`config.mk`:
```
export PLATFORM = sky130hd
export DESIGN_NAME = video_timing_decoder
export DESIGN_NICKNAME = d
export VERILOG_FILES = /design/src/rtl/video_timing_decoder.sv
export SDC_FILE = /design/constraint.sdc
export NUM_CORES = 1
export LEC_CHECK = 0
export ABC_AREA = 1
export ABC_CLOCK_PERIOD_IN_PS = 3450
export BUFFER_PORTS_ARGS = -buffer_cell sky130_fd_sc_hd__buf_2
export CAP_MARGIN = 20
export CORE_MARGIN = 3
export CORE_UTILIZATION = 54
export DETAILED_ROUTE_END_ITERATION = 8
export PLACE_DENSITY = 0.78
export SLEW_MARGIN = 20
export SYNTH_ARGS = -nofsm -noshare
export SYNTH_HDL_FRONTEND = slang
export SYNTH_SLANG_ARGS = --single-unit
```
`constraint.sdc`:
```
create_clock -name hdmi_clk -period 3.45 [get_ports hdmi_clk]
set_input_delay 0.1725 -clock hdmi_clk [delete_from_list [all_inputs] [get_ports hdmi_clk]]
set_output_delay 0.1725 -clock hdmi_clk [all_outputs]
set_load 0.005 [all_outputs]
```
`src/rtl/video_timing_decoder.sv`:
```
// Receive-side decoder for the DE/HS/VS + 24-bit RGB video bus: pixel X/Y, frame geometry, lock.
// Latency: pix_valid/pix_rgb/X/Y 2 clocks after the inputs; measurements/frame_start 2 clocks after VS edge.
// Backpressure: none, free-running at pixel rate. `define FRAME_CRC_EN adds frame_crc (CRC-16-CCITT per frame).
module video_timing_decoder #(
    parameter int CW          = 12,
    parameter int HS_POL      = 1,
    parameter int VS_POL      = 1,
    parameter int LOCK_FRAMES = 3
) (
    input  logic          hdmi_clk,
    input  logic          reset_n,
    input  logic          vga_de,
    input  logic          vga_hs,
    input  logic          vga_vs,
    input  logic [23:0]   vga_rgb,
    output logic          pix_valid,
    output logic [23:0]   pix_rgb,
    output logic [CW-1:0] X,
    output logic [CW-1:0] Y,
    output logic          frame_start,
    output logic [CW-1:0] h_active,
    output logic [CW-1:0] h_total,
    output logic [CW-1:0] v_active,
    output logic [CW-1:0] v_total,
    output logic          locked,
`ifdef FRAME_CRC_EN
    output logic [15:0]   frame_crc,
`endif
    output logic          overflow
);

    localparam logic [CW-1:0] MAX    = '1;
    localparam logic [3:0]    LOCK_N = 4'(LOCK_FRAMES);

    typedef enum logic {UNLOCK, LOCKED} lock_state_t;

    // Input stage (sync normalised to active-high) and previous-sample history
    logic de_s_q, de_s_d, hs_s_q, hs_s_d, vs_s_q, vs_s_d;
    logic [23:0] rgb_s_q, rgb_s_d;
    logic de_p_q, de_p_d, hs_p_q, hs_p_d, vs_p_q, vs_p_d;
    // Pixel outputs
    logic pix_valid_q, pix_valid_d, frame_start_q, frame_start_d;
    logic [23:0] pix_rgb_q, pix_rgb_d;
    logic [CW-1:0] x_q, x_d, y_q, y_d;
    logic line_seen_q, line_seen_d;
    // Line and frame measurement
    logic [CW-1:0] de_run_q, de_run_d, h_act_line_q, h_act_line_d;
    logic [CW-1:0] hcnt_q, hcnt_d, h_tot_line_q, h_tot_line_d;
    logic [CW-1:0] vact_q, vact_d, vtot_q, vtot_d;
    logic hs_seen_q, hs_seen_d, vs_seen_q, vs_seen_d;
    logic [CW-1:0] h_active_q, h_active_d, h_total_q, h_total_d;
    logic [CW-1:0] v_active_q, v_active_d, v_total_q, v_total_d;
    // Saturation and lock tracking
    logic overflow_q, overflow_d, sat_frame_q, sat_frame_d, sat_now;
    lock_state_t state_q, state_d;
    logic [3:0] lock_cnt_q, lock_cnt_d;
    logic locked_q, locked_d, frame_ok, match;
    logic de_rise, de_fall, hs_edge, vs_edge;
`ifdef FRAME_CRC_EN
    logic [15:0] crc_run_q, crc_run_d, frame_crc_q, frame_crc_d, crc_base;

    // CRC-16-CCITT over one 24-bit pixel, MSB first
    function automatic logic [15:0] crc24(input logic [15:0] c, input logic [23:0] d);
        logic [15:0] r;
        logic        fb;
        r = c;
        for (int i = 23; i >= 0; i--) begin
            fb = r[15] ^ d[i];
            r  = {r[14:0], 1'b0};
            if (fb) r = r ^ 16'h1021;
        end
        return r;
    endfunction
`endif

    function automatic logic [CW-1:0] sat_inc(input logic [CW-1:0] v);
        return (v == MAX) ? v : v + CW'(1);
    endfunction

    assign de_rise = de_s_q & ~de_p_q;
    assign de_fall = ~de_s_q & de_p_q;
    assign hs_edge = hs_s_q & ~hs_p_q;
    assign vs_edge = vs_s_q & ~vs_p_q;

    // Next-state: input capture, pixel coordinates, measurements and lock decision
    always_comb begin
        de_s_d  = vga_de;
        hs_s_d  = (HS_POL != 0) ? vga_hs : ~vga_hs;
        vs_s_d  = (VS_POL != 0) ? vga_vs : ~vga_vs;
        rgb_s_d = vga_rgb;
        de_p_d  = de_s_q;
        hs_p_d  = hs_s_q;
        vs_p_d  = vs_s_q;

        pix_valid_d   = de_s_q;
        pix_rgb_d     = rgb_s_q;
        frame_start_d = vs_edge;

        // X restarts on each DE run; held through blanking
        x_d = x_q;
        if (de_rise)     x_d = '0;
        else if (de_s_q) x_d = sat_inc(x_q);

        // Y restarts on the first DE line after a VS edge (VS handled before a coincident DE rise)
        y_d         = y_q;
        line_seen_d = line_seen_q & ~vs_edge;
        if (de_rise) begin
            y_d         = line_seen_d ? sat_inc(y_q) : '0;
            line_seen_d = 1'b1;
        end

        de_run_d = de_run_q;
        if (de_rise)     de_run_d = CW'(1);
        else if (de_s_q) de_run_d = sat_inc(de_run_q);
        h_act_line_d = de_fall ? de_run_q : h_act_line_q;

        // Line period only measured once an HS edge has given a reference
        hs_seen_d    = hs_seen_q | hs_edge;
        hcnt_d       = hcnt_q;
        h_tot_line_d = h_tot_line_q;
        if (hs_edge) begin
            hcnt_d = CW'(1);
            if (hs_seen_q) h_tot_line_d = hcnt_q;
        end else if (hs_seen_q) begin
            hcnt_d = sat_inc(hcnt_q);
        end

        // A coincident HS/DE edge belongs to the frame that this VS edge opens
        vs_seen_d = vs_seen_q | vs_edge;
        vact_d    = vact_q;
        vtot_d    = vtot_q;
        if (vs_edge) begin
            vact_d = de_rise ? CW'(1) : '0;
            vtot_d = hs_edge ? CW'(1) : '0;
        end else if (vs_seen_q) begin
            if (de_rise) vact_d = sat_inc(vact_q);
            if (hs_edge) vtot_d = sat_inc(vtot_q);
        end

        sat_now = (x_d == MAX) | (y_d == MAX) | (de_run_d == MAX) |
                  (hcnt_d == MAX) | (vact_d == MAX) | (vtot_d == MAX);
        overflow_d  = overflow_q | sat_now;
        sat_frame_d = vs_edge ? sat_now : (sat_frame_q | sat_now);

        // A frame with no video, no line reference or a saturated count can never match
        frame_ok = (vact_q != '0) && (h_tot_line_q != '0) && !sat_frame_q;
        match    = frame_ok && (h_act_line_q == h_active_q) && (h_tot_line_q == h_total_q) &&
                   (vact_q == v_active_q) && (vtot_q == v_total_q);

        h_active_d = h_active_q;
        h_total_d  = h_total_q;
        v_active_d = v_active_q;
        v_total_d  = v_total_q;
        state_d    = state_q;
        lock_cnt_d = lock_cnt_q;
        locked_d   = locked_q;
        // The first VS edge after reset only opens a frame; nothing is published
        if (vs_edge && vs_seen_q) begin
            h_active_d = h_act_line_q;
            h_total_d  = h_tot_line_q;
            v_active_d = vact_q;
            v_total_d  = vtot_q;
            if (state_q == LOCKED) begin
                if (!match) begin
                    state_d    = UNLOCK;
                    lock_cnt_d = 4'd1;
                    locked_d   = 1'b0;
                end
            end else if (match) begin
                lock_cnt_d = lock_cnt_q + 4'd1;
                if (lock_cnt_d == LOCK_N) begin
                    state_d  = LOCKED;
                    locked_d = 1'b1;
                end
            end else begin
                lock_cnt_d = 4'd1;
                if (frame_ok && LOCK_N == 4'd1) begin
                    state_d  = LOCKED;
                    locked_d = 1'b1;
                end
            end
        end

`ifdef FRAME_CRC_EN
        crc_base    = vs_edge ? 16'hFFFF : crc_run_q;
        crc_run_d   = de_s_q ? crc24(crc_base, rgb_s_q) : crc_base;
        frame_crc_d = (vs_edge && vs_seen_q) ? crc_run_q : frame_crc_q;
`endif
    end

    // State registers with asynchronous clear
    always_ff @(posedge hdmi_clk or negedge reset_n) begin
        if (!reset_n) begin
            de_s_q <= 1'b0; hs_s_q <= 1'b0; vs_s_q <= 1'b0; rgb_s_q <= '0;
            de_p_q <= 1'b0; hs_p_q <= 1'b0; vs_p_q <= 1'b0;
            pix_valid_q <= 1'b0; pix_rgb_q <= '0; frame_start_q <= 1'b0;
            x_q <= '0; y_q <= '0; line_seen_q <= 1'b0;
            de_run_q <= '0; h_act_line_q <= '0; hcnt_q <= '0; h_tot_line_q <= '0;
            vact_q <= '0; vtot_q <= '0; hs_seen_q <= 1'b0; vs_seen_q <= 1'b0;
            h_active_q <= '0; h_total_q <= '0; v_active_q <= '0; v_total_q <= '0;
            overflow_q <= 1'b0; sat_frame_q <= 1'b0;
            state_q <= UNLOCK; lock_cnt_q <= '0; locked_q <= 1'b0;
`ifdef FRAME_CRC_EN
            crc_run_q <= 16'hFFFF; frame_crc_q <= '0;
`endif
        end else begin
            de_s_q <= de_s_d; hs_s_q <= hs_s_d; vs_s_q <= vs_s_d; rgb_s_q <= rgb_s_d;
            de_p_q <= de_p_d; hs_p_q <= hs_p_d; vs_p_q <= vs_p_d;
            pix_valid_q <= pix_valid_d; pix_rgb_q <= pix_rgb_d; frame_start_q <= frame_start_d;
            x_q <= x_d; y_q <= y_d; line_seen_q <= line_seen_d;
            de_run_q <= de_run_d; h_act_line_q <= h_act_line_d; hcnt_q <= hcnt_d;
            h_tot_line_q <= h_tot_line_d; vact_q <= vact_d; vtot_q <= vtot_d;
            hs_seen_q <= hs_seen_d; vs_seen_q <= vs_seen_d;
            h_active_q <= h_active_d; h_total_q <= h_total_d;
            v_active_q <= v_active_d; v_total_q <= v_total_d;
            overflow_q <= overflow_d; sat_frame_q <= sat_frame_d;
            state_q <= state_d; lock_cnt_q <= lock_cnt_d; locked_q <= locked_d;
`ifdef FRAME_CRC_EN
            crc_run_q <= crc_run_d; frame_crc_q <= frame_crc_d;
`endif
        end
    end

    assign pix_valid   = pix_valid_q;
    assign pix_rgb     = pix_rgb_q;
    assign X           = x_q;
    assign Y           = y_q;
    assign frame_start = frame_start_q;
    assign h_active    = h_active_q;
    assign h_total     = h_total_q;
    assign v_active    = v_active_q;
    assign v_total     = v_total_q;
    assign locked      = locked_q;
    assign overflow    = overflow_q;
`ifdef FRAME_CRC_EN
    assign frame_crc   = frame_crc_q;
`endif

endmodule
```
* Yosys cells after proc, flatten, opt, wreduce, memory -nomap -nowiden
Index checks and enable logic that the tools add are counted.
** Cells by class
- Add/sub/neg operators :: 7
- Divide/modulo/power cells :: 0
- Shifts and indexed selects :: 0
- Order comparisons :: 0
- Reduce and logical (&&, ||, !) cells :: 15
- Bitwise logic cells :: 19
- Mux-type cells :: 35
- Eq/ne operators :: 18
- $mul :: 0
** Operators with widths (count)
- 12-bit two-way mux :: 20
- 12-bit equality test, second input constant :: 12
- 12-bit by 1-bit adder with 12-bit output, second input constant :: 6
- 12-bit equality test :: 4
- 12-bit nonzero test :: 2
- 1-bit two-way mux :: 12
- 4-bit two-way mux :: 3
- 1-bit OR :: 9
- 1-bit logical AND :: 7
- 1-bit AND :: 5
- 1-bit NOT :: 5
- 4-bit by 1-bit adder with 4-bit output, second input constant :: 1
- 4-bit by 2-bit equality test with 1-bit output, second input constant :: 1
- 2-bit AND reduction :: 2
- 4-bit AND reduction :: 1
- 2-bit nonzero test :: 2
- 2-bit inequality test, second input constant :: 1
- 1-bit zero test :: 1
** Word-level totals
- Output and inout bits :: 100
- Memories kept :: 0
- Input bits :: 29
- Bits in read-only memories :: 0
- Latch bits :: 0
- RAM bits :: 0
- Logic and storage cells :: 123
- Register bits after elaboration :: 210

* Longest topological paths before layout
- Depth in word-level cells :: 14
- Gate-level depth with buffers :: 15
- Mapped depth without buffers :: 15

* Worst setup path after synthesis
Ideal clock, no wire load.
- Path type :: register to register
- Start :: register y_q[0] (netlist: Y[0])
- End :: register overflow_q (netlist: overflow)
- Period minus slack after synthesis :: 1.793 ns
- Library setup time :: 0.128 ns
- Arrival time :: 1.664 ns
- Path slack :: 1.657 ns
- Required time :: 3.322 ns
- Stages on the path, launching flop included :: 15
- Buffers on the path :: 0
- Cell sequence :: dfrtp_1 > ha_1 > nand3_1 > nor2_1 > nand3_2 > nand2_1 > nand2_1 > nand3_1 > nor2_1 > nand2_1 > nor2_1 > nand2_1 > nand2_1 > nor2_1 > nand3_1
** On the way
- Word-level cells in the longest chain between the ends :: 11
- Elaborated cells between the ends (all ways) :: 12
- Those cells by class :: 1 x add/sub; 2 x eq/ne; 3 x mux; 6 x bitwise
** Ends and longest elaborated chain
- start, declared :: line 44 : logic [CW-1:0] x_q, x_d, y_q, y_d;
- start signal, assigned :: line 197 : x_q <= '0; y_q <= '0; line_seen_q <= 1'b0;
- start signal, assigned :: line 210 : x_q <= x_d; y_q <= y_d; line_seen_q <= line_seen_d;
- 12-bit by 1-bit adder with 12-bit output or 12-bit equality test (tied branches) :: line 77 : return (v == MAX) ? v : v + CW'(1);
- 12-bit two-way mux :: line 77
- 12-bit two-way mux :: line 108 : y_d = line_seen_d ? sat_inc(y_q) : '0;
- 12-bit two-way mux (*) :: line 107 : if (de_rise) begin
- 12-bit equality test (*) :: line 140 : sat_now = (x_d == MAX) | (y_d == MAX) | (de_run_d == MAX) |
- 1-bit OR (*) (3 in series) :: line 140
- 1-bit OR (*) (2 in series) :: line 141 : (hcnt_d == MAX) | (vact_d == MAX) | (vtot_d == MAX);
- 1-bit OR (*) :: line 142 : overflow_d = overflow_q | sat_now;
- named net overflow_d :: line 54 : logic overflow_q, overflow_d, sat_frame_q, sat_frame_d, sat_now;
- end signal, assigned :: line 216 : overflow_q <= overflow_d; sat_frame_q <= sat_frame_d;
- end, declared :: line 54
Mark *: on every way through the listed nets, which the timed path passes. The rest lies on a longest branch.
A chain may end at the register's enable or synchronous reset.

* Worst setup path in the final report
- Start :: register de_s_q (netlist: de_p_d)
- End :: register overflow_q (netlist: overflow)
** On the way
- Elaborated cells between the ends (all ways) :: 20
- Those cells by class :: 4 x eq/ne; 9 x mux; 7 x bitwise
** RTL lines
- start, declared :: line 38 : logic de_s_q, de_s_d, hs_s_q, hs_s_d, vs_s_q, vs_s_d;
- start signal, assigned :: line 207 : de_s_q <= de_s_d; hs_s_q <= hs_s_d; vs_s_q <= vs_s_d; rgb_s_q <= rgb_s_d;
- 1-bit AND :: line 80 : assign de_rise = de_s_q & ~de_p_q;
- 12-bit two-way mux :: line 136 : if (de_rise) vact_d = sat_inc(vact_q);
- 12-bit two-way mux :: line 135 : end else if (vs_seen_q) begin
- 12-bit two-way mux :: line 132 : if (vs_edge) begin
- named net vact_d[4] :: line 49 : logic [CW-1:0] vact_q, vact_d, vtot_q, vtot_d;
- 12-bit equality test :: line 141
- 1-bit OR (2 in series) :: line 141
- 1-bit OR :: line 142
- named net overflow_d :: line 54
The timed path passes the listed nets, and every way through them passes these cells.

==> summary.md <==
| Metric | Value |
|---|---|
| IO Pins | around 130 |
| Syn Area/Cell | 7.964 um2 |
| CP startpoint | de_p_d$_DFF_PN0_ |
| Fin. Hold Viols | 0 |
| Crit Reg-Reg Endpoint | overflow$_DFF_PN0_ |
| Required @ worst endpoint | 3.83 ns |
| Total design power | 6188 uW |
| Met1 global-route usage | about a third |
| Die area | slightly above 20000 um2 |
| Slew HR | between 40 and 50% |
| Die height | around 140 um |
| Result of the run | finished clean |
| WP data arrival | around 2.7 ns |
| Met3 GRT Util | 4.368% |
| Largest net degree at the start of global routing | between 100 and 150 |
| Setup violations, final | 0 |
| CTS buffer count | 23 |
| Die Width | around 140 um |
| RSZ-0062 raised after global routing | no |
| Worst Hold Slack | roughly 0.32 ns |
| DR pass1 iterations | 6 |
| Post-Synthesis Cell Area | about 10000 um2 |
| Critical-path maximum fanout | 14 |
| Global-route wire length before repair | 41230 um |
| Row cnt | between 40 and 50 |
| Clock skew | around 0.011 ns |
| Wire per inst | around 15 um |
| Antenna Nets Post-Route | 0 |
| Yosys cell types | 43 |
| Fmax | between 400 and 500 MHz |
| Max-Cap Viols | 0 |
| Clock Tree Buf Depth | 3 |
| Cell count after synthesis | between 1000 and 1500 |
| Port Buffers | between 100 and 150 |
| Post-Route WL | roughly 25000 um |
| Vias per inst | 5.274 |
| Initial antenna violation count | 0 |
| Worst-path clk slew | 0.06 ns |
| Cts repair resizes | 0 |
| Worst setup SP type | flip-flop |
| DRC viols | 0 |
| Gr usage total | between 20% and 30% |
| Worst r2r src | de_p_d$_DFF_PN0_ |
| Leakage power | around 0.0062 uW |
| Layout cell share with drive strength beyond 1 | 14.34% |
| Gpl congestion | approximately 0.94 |
| Clk Latency, worst-skew pair | approximately 0.5 ns |
| Hold Path Class | input port to asynchronous set/reset pin |
| Setup crit end | overflow$_DFF_PN0_ |
| Post-layout util | between 60% and 70% |
| Top Usage Layer GRT | met2 |
| Setup crit end kind | flip-flop |
| Synth Register Bits | 210 |
| Root buffer cell | clkbuf_16 |
| Final worst slack | approximately 1.1 ns |
| Worst Reg-to-Reg Cells | 13 |
| Setup Buffers After CTS | 0 |
| Slew @ Worst Pin | between 0.8 and 0.9 ns |
| Gr ovfl total | 0 |
| Sequential area share after synthesis | 52.37% |
| Placeable Area | approximately 18000 um2 |
| H-tree Lvls | 1 |
| Met2 Usage GRT | around 40% |
| Min cycle time layout | between 2 and 2.5 ns |
| DPL Wire Length | around 18000 um |
| Syn Nets | 1298 |
| DR iter-0 viols | roughly 760 |
| Fin. max-slew vios | 0 |
| DR vias | about 9000 |
| Area Overhead vs Synth | 19.33% |
| R2R setup slack | between 1 and 1.5 ns |
| Starting Density | between 50 and 60% |
| Tcrit/Tclk final | 67.35% |
| TritonCTS clock tree | yes |
| Commonest cells after routing, fill and taps aside | nand2_1, dfrtp_1, inv_1 |
| Fin nets | 1458 |
| CTS sink count | 210 |
| Setup_tns | 0 ns |
| Vias in the first global route | between 8000 and 9000 |
| Diode count | 0 |
| Commonest non-fill, non-tap cell in the layout | nand2_1 |
| Worst vdd ir | 0.4561 mV |
| YS warnings | 0 |
| Worst slack at placement | 1.129 ns |
| Power per cell area | 516.8 nW/um2 |
| Crit path kind | flip-flop to flip-flop |
timing repair:
| item | CTS | global route |
|---|---|---|
| setup endpoints to repair | 0 | 0 |
| hold buffers | 28 | 0 |
| endpoints found under the hold margin | 138 | 0 |
critical path: stages, from the launching register on:
cell and delay, ns:
dfrtp_1 0.63, inv_2 0.20, nor2_4 0.26, nand2_2 0.14
nor3_1 0.23, nand3_1 0.12, nand2_1 0.09, nor2_2 0.05
nand3_1 0.08, nor2_1 0.04, nand2_1 0.06, nand2_1 0.06
nor2_1 0.16, nand3_1 0.09
flip-flops by register name (all words and copies together), names as in the netlist, 4 cells and up:
signal	cells
X	12
Y	12
de_run_q	12
h_act_line_q	12
h_active	12
h_tot_line_q	12
h_total	12
hcnt_q	12
lock_cnt_q	4
pix_rgb	24
pix_rgb_d	24
v_active	12
v_total	12
vact_q	12
vtot_q	12
kinds of logic after synthesis:
logic type      after synthesis  synth area share [%]
mux                           3                0.3366
buf+inv                     210                 8.092
flops                       210                 52.37
simple gates                658                 28.05
xor+xnor                     21                 1.833
compound gates              149                 8.192
fa+ha+maj                     9                 1.122
area by class of cell:
type	instances	area (um2)
Inverter	184	690.7
Clock inverter	11	140.1
Timing Repair Buffer	161	980.9
Sequential cell	210	5255
Clock buffer	31	645.6
Fill cell	1494	6112
Tap cell	229	286.5
Multi-Input combinational cell	840	3975
synthesized netlist by cell type, drive strengths merged:
cell | number | area (um2)
a21oi | 21 | 108.9
inv | 183 | 686.9
and2 | 1 | 6.260
o21ai | 94 | 470.5
a31oi | 1 | 6.260
nor3 | 7 | 35.03
nor2 | 162 | 648.1
a21boi | 1 | 7.510
nor3b | 1 | 7.510
a22oi | 1 | 7.510
xor2 | 11 | 96.34
nor4 | 4 | 25.02
o22ai | 13 | 81.33
nand4 | 23 | 158.9
ha | 9 | 112.6
clkbuf | 15 | 56.30
a221oi | 2 | 17.52
nand2 | 335 | 1265
dfrtp | 210 | 5255
o2111ai | 2 | 17.52
clkinv | 1 | 3.750
nand3b | 4 | 30.03
xnor2 | 10 | 87.58
nand3 | 118 | 620.6
mux2 | 3 | 33.78
a21o | 1 | 7.510
o21bai | 2 | 15.01
o211ai | 5 | 37.54
o21a | 1 | 7.510
or2 | 3 | 18.77
buf | 11 | 65.05
a211oi | 5 | 37.54
routing by layer:
layer / part of all wire [%] / routed length (um) / vias to the layer above
met5: 0 / 0 / -
met4: 3.4 / 851 / 0
met3: 7.1 / 1790 / 57
met2: 46 / 11780 / 345
met1: 43 / 10920 / 4053
li1: - / - / 4332
worst min path at each step:
stage,from,end,slack [ns]
global placement,vga_rgb[17],pix_rgb_d[17]$_DFF_PN0_,0.28
CTS,vga_rgb[1],pix_rgb_d[1]$_DFF_PN0_,0.30
floorplan,reset_n,X[0]$_DFF_PN0_,-0.12
global route,vga_rgb[5],pix_rgb_d[5]$_DFF_PN0_,0.30
detailed placement,vga_rgb[2],pix_rgb_d[2]$_DFF_PN0_,0.28
finish,reset_n,pix_rgb_d[3]$_DFF_PN0_,0.32
where the power goes:
part	switching, uW	total, uW	internal [uW]
combinational	498	826	328
clock	963	2500	1540
sequential	208	2860	2650
metrics by stage:
stage                     instances  cell area (um2)
after floorplan                1260            10030
after global placement         1596            10910
after detailed placement       1596            10910
after CTS                      1666            11970
after global routing           1666            11970
final                          1666            11970
(Power assumes the default switching activity.)
